<file path="src/rtl/fetch_ifid_pkg.sv">
// Shared definitions for the WISC fetch stage and its IF/ID register:
// word width, FSM state encoding, NOP / HALT encodings and a HALT decoder.
package fetch_ifid_pkg;

   localparam int WORD_W = 16;

   typedef logic [WORD_W-1:0] word_t;

   typedef enum logic [1:0] {
      ST_RUN    = 2'd0,
      ST_WAIT   = 2'd1,
      ST_HALTED = 2'd2
   } state_e;

   localparam word_t      NOP_INSTR   = 16'h0800;
   localparam logic [4:0] HALT_OPCODE = 5'b00000;

   // HALT is recognised purely on the 5-bit opcode field.
   function automatic logic is_halt(input word_t instr);
      return instr[15:11] == HALT_OPCODE;
   endfunction

endpackage

</file>
<file path="src/rtl/fetch_ifid_ifid_reg.sv">
// IF/ID pipeline register. Priority: reset > flush (load NOP, invalid) >
// load (capture fetched word) > hold. pc2_d is left untouched by a flush
// because an invalid slot's link value is never consumed.
module ifid_reg #(
   parameter logic [15:0] NOP_INSTR = 16'h0800
) (
   input  logic        clk,
   input  logic        rst,
   input  logic        load,
   input  logic        flush,
   input  logic [15:0] instr_in,
   input  logic [15:0] pc2_in,
   output logic [15:0] instr_d,
   output logic [15:0] pc2_d,
   output logic        valid_d
);

   // Pipeline register update with synchronous reset and flush-to-NOP.
   always_ff @(posedge clk) begin
      if (rst) begin
         instr_d <= NOP_INSTR;
         pc2_d   <= 16'h0000;
         valid_d <= 1'b0;
      end else if (flush) begin
         instr_d <= NOP_INSTR;
         valid_d <= 1'b0;
      end else if (load) begin
         instr_d <= instr_in;
         pc2_d   <= pc2_in;
         valid_d <= 1'b1;
      end
   end

endmodule

</file>
<file path="src/rtl/fetch_ifid.sv">
// Fetch stage + IF/ID register for the five-stage WISC pipeline.
// Owns the PC, issues instruction-memory requests, handles stall, redirect
// (with drop of an in-flight response) and HALT.
// Optional build macro FETCH_PERF_CNT_EN adds three saturating 16-bit
// performance counters (stall cycles, redirect cycles, WAIT cycles).
//
// Memory handshake: a request is outstanding whenever imem_en=1; imem_addr
// stays constant until the cycle in which imem_done=1 is seen, and that
// cycle's imem_data is the response to imem_addr.
module fetch_ifid #(
   parameter logic [15:0] RESET_PC  = 16'h0000,
   parameter logic [15:0] NOP_INSTR = 16'h0800
) (
   input  logic        clk,
   input  logic        rst,
   input  logic        stall,
   input  logic        redirect,
   input  logic [15:0] redirect_pc,
   output logic        imem_en,
   output logic [15:0] imem_addr,
   input  logic [15:0] imem_data,
   input  logic        imem_done,
   output logic [15:0] instr_d,
   output logic [15:0] pc2_d,
   output logic        valid_d,
   output logic        halted,
   output logic [1:0]  dbg_state
`ifdef FETCH_PERF_CNT_EN
   ,
   output logic [15:0] perf_stall_cnt,
   output logic [15:0] perf_flush_cnt,
   output logic [15:0] perf_wait_cnt
`endif
);

   import fetch_ifid_pkg::*;

   state_e state_q, state_n;
   logic   drop_q, drop_n;
   word_t  pc_q, pc_n;
   word_t  addr_q, addr_n;
   word_t  pc_plus2;
   logic   capture;
   logic   flush;

   // pc_q is where fetch resumes; addr_q differs from it only while a
   // redirect waits for a stale response to drain in WAIT.
   assign pc_plus2  = addr_q + 16'd2;
   assign imem_addr = addr_q;
   assign dbg_state = state_q;

   // State, drop flag, PC and request-address registers.
   always_ff @(posedge clk) begin
      if (rst) begin
         state_q <= ST_RUN;
         drop_q  <= 1'b0;
         pc_q    <= RESET_PC;
         addr_q  <= RESET_PC;
      end else begin
         state_q <= state_n;
         drop_q  <= drop_n;
         pc_q    <= pc_n;
         addr_q  <= addr_n;
      end
   end

   // Next-state, drop flag and next PC / address selection.
   always_comb begin
      state_n = state_q;
      drop_n  = drop_q;
      case (state_q)
         ST_RUN: begin
            if (redirect)
               state_n = ST_RUN;
            else if (!imem_done)
               state_n = ST_WAIT;
            else if (capture && is_halt(imem_data))
               state_n = ST_HALTED;
         end
         ST_WAIT: begin
            if (redirect) begin
               // A response arriving now is the stale one; otherwise drop the next.
               if (imem_done) begin
                  state_n = ST_RUN;
                  drop_n  = 1'b0;
               end else begin
                  drop_n  = 1'b1;
               end
            end else if (imem_done) begin
               drop_n  = 1'b0;
               state_n = (capture && is_halt(imem_data)) ? ST_HALTED : ST_RUN;
            end
         end
         ST_HALTED: begin
            if (redirect) begin
               state_n = ST_RUN;
               drop_n  = 1'b0;
            end
         end
         default: begin
            state_n = ST_RUN;
            drop_n  = 1'b0;
         end
      endcase

      if (redirect)
         pc_n = redirect_pc;
      else if (capture)
         pc_n = pc_plus2;
      else
         pc_n = pc_q;

      // The request address must not move while a request is outstanding.
      addr_n = (state_n == ST_WAIT) ? addr_q : pc_n;
   end

   // Outputs and IF/ID control derived from the current state and inputs.
   always_comb begin
      imem_en = !rst && (state_q != ST_HALTED);
      halted  = (state_q == ST_HALTED);
      capture = (state_q != ST_HALTED) && imem_done && !stall && !redirect &&
                !((state_q == ST_WAIT) && drop_q);
      // Whatever is neither captured nor frozen by stall becomes a bubble.
      flush   = redirect || (!stall && !capture);
   end

   ifid_reg #(
      .NOP_INSTR (NOP_INSTR)
   ) u_ifid_reg (
      .clk      (clk),
      .rst      (rst),
      .load     (capture),
      .flush    (flush),
      .instr_in (imem_data),
      .pc2_in   (pc_plus2),
      .instr_d  (instr_d),
      .pc2_d    (pc2_d),
      .valid_d  (valid_d)
   );

`ifdef FETCH_PERF_CNT_EN
   // Saturating event counters for stall, redirect and WAIT cycles.
   always_ff @(posedge clk) begin
      if (rst) begin
         perf_stall_cnt <= 16'h0000;
         perf_flush_cnt <= 16'h0000;
         perf_wait_cnt  <= 16'h0000;
      end else begin
         if (stall && (perf_stall_cnt != 16'hFFFF))
            perf_stall_cnt <= perf_stall_cnt + 16'd1;
         if (redirect && (perf_flush_cnt != 16'hFFFF))
            perf_flush_cnt <= perf_flush_cnt + 16'd1;
         if ((state_q == ST_WAIT) && (perf_wait_cnt != 16'hFFFF))
            perf_wait_cnt <= perf_wait_cnt + 16'd1;
      end
   end
`endif

endmodule

</file>
<file path="config.mk">
export PLATFORM = sky130hd
export DESIGN_NAME = fetch_ifid
export DESIGN_NICKNAME = d
export VERILOG_FILES = /design/src/rtl/fetch_ifid_pkg.sv /design/src/rtl/fetch_ifid_ifid_reg.sv /design/src/rtl/fetch_ifid.sv
export SDC_FILE = /design/constraint.sdc
export NUM_CORES = 1
export LEC_CHECK = 0
export ABC_CLOCK_PERIOD_IN_PS = 1700
export CORE_ASPECT_RATIO = 1.25
export CORE_MARGIN = 1.5
export CORE_UTILIZATION = 43
export DETAILED_ROUTE_END_ITERATION = 12
export PLACE_DENSITY = 0.77
export SETUP_SLACK_MARGIN = 0.2
export SLEW_MARGIN = 20
export SYNTH_ARGS = -nofsm -noshare
export SYNTH_HDL_FRONTEND = slang
export SYNTH_HIERARCHICAL = 1
export SYNTH_SLANG_ARGS = --single-unit
</file>
<file path="constraint.sdc">
create_clock -name clk -period 1.7 [get_ports clk]
set_input_delay 0.255 -clock clk [delete_from_list [all_inputs] [get_ports clk]]
set_output_delay 0.255 -clock clk [all_outputs]
set_load 0.01 [all_outputs]
</file>
==> impl_metrics.json <==
{
  "status": "finished, violations left",
  "violations": "setup timing",
  "r2r_slack_ps": -30,
  "yosys_warnings": 6,
  "synth.top_cells.by_count": "dfxtp_1 (68), nor2_1 (63), o21ai_0 (24)",
  "syn_to_final_growth_pct": 79.1,
  "fin_crit_sh": 1.02,
  "finalWorstSetupSlack_ps": -30.6,
  "power.share.clock": 0.341,
  "clk_pin_slew_ps": 80,
  "wire_per_inst_um": 21.2,
  "p_sw_frac": 0.299,
  "maxSlewViolCount": 0,
  "antenna_found_initial": 0,
  "root_buffer": "clkbuf_8",
  "drc": 0,
  "n_antenna_cell": 0,
  "ir_drop_mv": 0.631,
  "multiInputGateArea_um2": 2290,
  "firstDrtPassIters": 7,
  "cap_violations": 0,
  "syn_inst": 355,
  "die_y_um": 99.6,
  "clockBufferDepth": 2,
  "grt.overflow.total": 0,
  "cts_sinks": 68,
  "end_kind": "flop",
  "p_leak_nw": 2.69,
  "final_nets": 557,
  "ys_ff_latch": 68,
  "core_um2": 7310,
  "powerDensity_nw_per_um2": 708,
  "hold_end": "u_ifid_reg/pc2_d[0]$_SDFFE_PP0P_",
  "routed_via_density": 5.80,
  "syn_area_um2": 3210,
  "cp-start-kind": "flop",
  "period_needed_ps": 1730,
  "path_max_fanout": 5,
  "hold_viol": 0,
  "yosys.area.top_type": "dfxtp_1",
  "grt_max_degree": 33,
  "drt-total-wl_um": 13100,
  "rr_endpoint": "imem_addr[14]$_SDFFE_PP0P_",
  "synth_edf_count": 0,
  "grt_use_met2": 0.418,
  "reg2reg_depth": 7,
  "initial_core_util": 0.439,
  "insertion_delay_ps": 370,
  "dieArea_um2": 7990,
  "hold_path_depth": 3,
  "rows": 35,
  "h-tree-depth": 3,
  "hold_start": "rst",
  "p_int_w": 0.00285,
  "synth-main-ff-cell": "dfxtp_1",
  "sequentialPowerShare": 0.427,
  "async_reset_ff_frac": 0,
  "fin_skew_ps": 8.55,
  "p_sw_w": 0.00121,
  "hold_path_class": "in -> reg",
  "fillers": 406,
  "place_congestion": 0.852,
  "regArea_um2": 1400,
  "grt_pass1_wl_um": 15100,
  "ys_seq_area_frac": 0.424,
  "maxSlewHeadroom": 0.724,
  "cp_data_required_time_ps": 1990,
  "stdcell_count": 616,
  "met3_usage": 0.0670,
  "dpl.hpwl_um": 6290,
  "synth_top_cell_area_share": 0.424,
  "ant_nets": 0,
  "met1_usage": 0.291,
  "pwr-share-comb": 0.232,
  "top_usage_layer": "met2",
  "rsz0062_at_grt": "yes",
  "path_class": "reg -> reg",
  "synth_area_leaders": "dfxtp_1 (42%), nor2_1 (7.4%), nand4bb_1 (5.6%), mux2i_1 (4.7%), o21ai_0 (3.7%)",
  "grt.total_usage": 0.247,
  "finalPower_w": 0.00406,
  "io_pins": 90,
  "synth.avg_cell_area_um2": 9.04,
  "cts_buffers": 9,
  "grt_pass1_vias": 3198,
  "dpl.cell_count": 553,
  "crit_arrival_ps": 2020,
  "synth.distinct_cells": 48,
  "drive_gt1_frac": 0.420,
  "die_w_um": 80.3,
  "max_slew.worst_pin.slew_ps": 410,
  "synth_most_common_cell": "dfxtp_1",
  "finalSetupViolCount": 4,
  "port_buffers": 89,
  "tritoncts": "yes",
  "routed-via-count": 3573,
  "r2r_start": "imem_addr[1]$_SDFFE_PP0P_",
  "drt_iter0_drc": 349,
  "max_freq_ghz": 0.578,
  "syn-num-nets": 393
}
-- repair_timing --
| action | 4_1_cts | 5_1_grt |
|---|---|---|
| hold buffers | 0 | 0 |
| gates resized for setup | 94 | 125 |
| cloned | 2 | 4 |
| setup buffers | 25 | 16 |
| setup endpoints to repair | 89 | 84 |
| pin swaps | 30 | 52 |
-- state kept, by name (all words and copies together), names as in the netlist --
name                cells
dbg_state               2
drop_q                  1
imem_addr              16
pc_q                   16
u_ifid_reg/instr_d     16
u_ifid_reg/pc2_d       16
u_ifid_reg/valid_d      1
-- layout by cell type (no fill, tap or decap), types with 4 or more instances in the layout --
cell type,instances
a211oi_2,5
a21oi_1,7
buf_4,72
buf_6,13
clkbuf_16,5
clkbuf_8,9
clkdlybuf4s50_1,34
dfxtp_1,53
dfxtp_2,6
dfxtp_4,9
dlygate4sd2_1,32
dlymetal6s2s_1,20
inv_1,6
mux2i_4,10
nand2_1,14
nand2b_1,18
nand3_1,4
nand4bb_1,16
nor2_1,38
nor2_2,10
nor2_4,15
nor3_1,7
nor4_4,5
o21ai_1,17
o21ai_2,5
xor2_2,8
-- logic make-up (layout without fill, tap and decap cells) --
kind of cell | count (synthesis) | after routing | synth area share
buf+inv | 35 | 203 | 0.0620
fa+ha+maj | 1 | 1 | 0.00390
flops | 68 | 68 | 0.424
xor+xnor | 13 | 13 | 0.0355
mux | 15 | 15 | 0.0468
compound gates | 63 | 63 | 0.142
simple gates | 160 | 161 | 0.286
-- metal layers --
metal / vias up / share of wire
met1: 1715 / 0.37
met4: 0 / 0.049
met5: - / 0
met3: 57 / 0.071
li1: 1577 / -
met2: 224 / 0.51
-- worst max path at each step --
stage                                   start                             endpoint  slack (ps)  cells past startpoint
finish              imem_addr[1]$_SDFFE_PP0P_           imem_addr[14]$_SDFFE_PP0P_         -30                      7
global route        imem_addr[1]$_SDFFE_PP0P_           imem_addr[14]$_SDFFE_PP0P_         -80                      7
CTS                   dbg_state[1]$_SDFF_PP0_            imem_addr[8]$_SDFFE_PP0P_          70                      6
detailed placement                  imem_done            imem_addr[3]$_SDFFE_PP0P_        -360                      7
global placement                    imem_done            imem_addr[3]$_SDFFE_PP0P_        -260                      7
floorplan             dbg_state[1]$_SDFF_PP0_  u_ifid_reg/instr_d[11]$_SDFFE_PP1P_          30                      9
-- final cells by class --
cell class                      count  share of cell area
Inverter                            8             0.00741
Tap cell                           92              0.0200
Sequential cell                    68               0.244
Clock inverter                      5             0.00545
Timing Repair Buffer              179               0.295
Clock buffer                       11              0.0303
Multi-Input combinational cell    253               0.398
-- power by group through the flow --
stage,Combinational [W],Sequential [W],Clock [W]
2_1_floorplan,0.000318,0.00178,0
3_3_place_gp,0.000642,0.00176,0
3_5_place_dp,0.000656,0.00177,0
4_1_cts,0.000735,0.00172,0.00136
5_1_grt,0.000985,0.00174,0.00146
6_report,0.000942,0.00174,0.00139
-- metrics by stage --
step | setup slack (ps) | setup TNS [ps] | cell area, um^2 | hold slack [ps] | util
final | -30.6 | -75.3 | 5740 | 281 | 0.785
after global placement | -264 | -9820 | 4450 | 450 | 0.608
after floorplan | 26.5 | 0 | 3290 | 377 | -
after global routing | -77.4 | -717 | 5740 | 286 | 0.785
after detailed placement | -358 | -12060 | 4450 | 466 | 0.608
after CTS | 74.7 | 0 | 5020 | 279 | 0.686
-- worst max-delay path: stages (launching register included) --
cell and delay, ps:
dfxtp_4 370, buf_4 120, nand4_1 100, buf_6 170
nor4_4 320, xor2_2 270, o211ai_1 140, a21oi_1 170
Power figures use the tool's default switching activity.
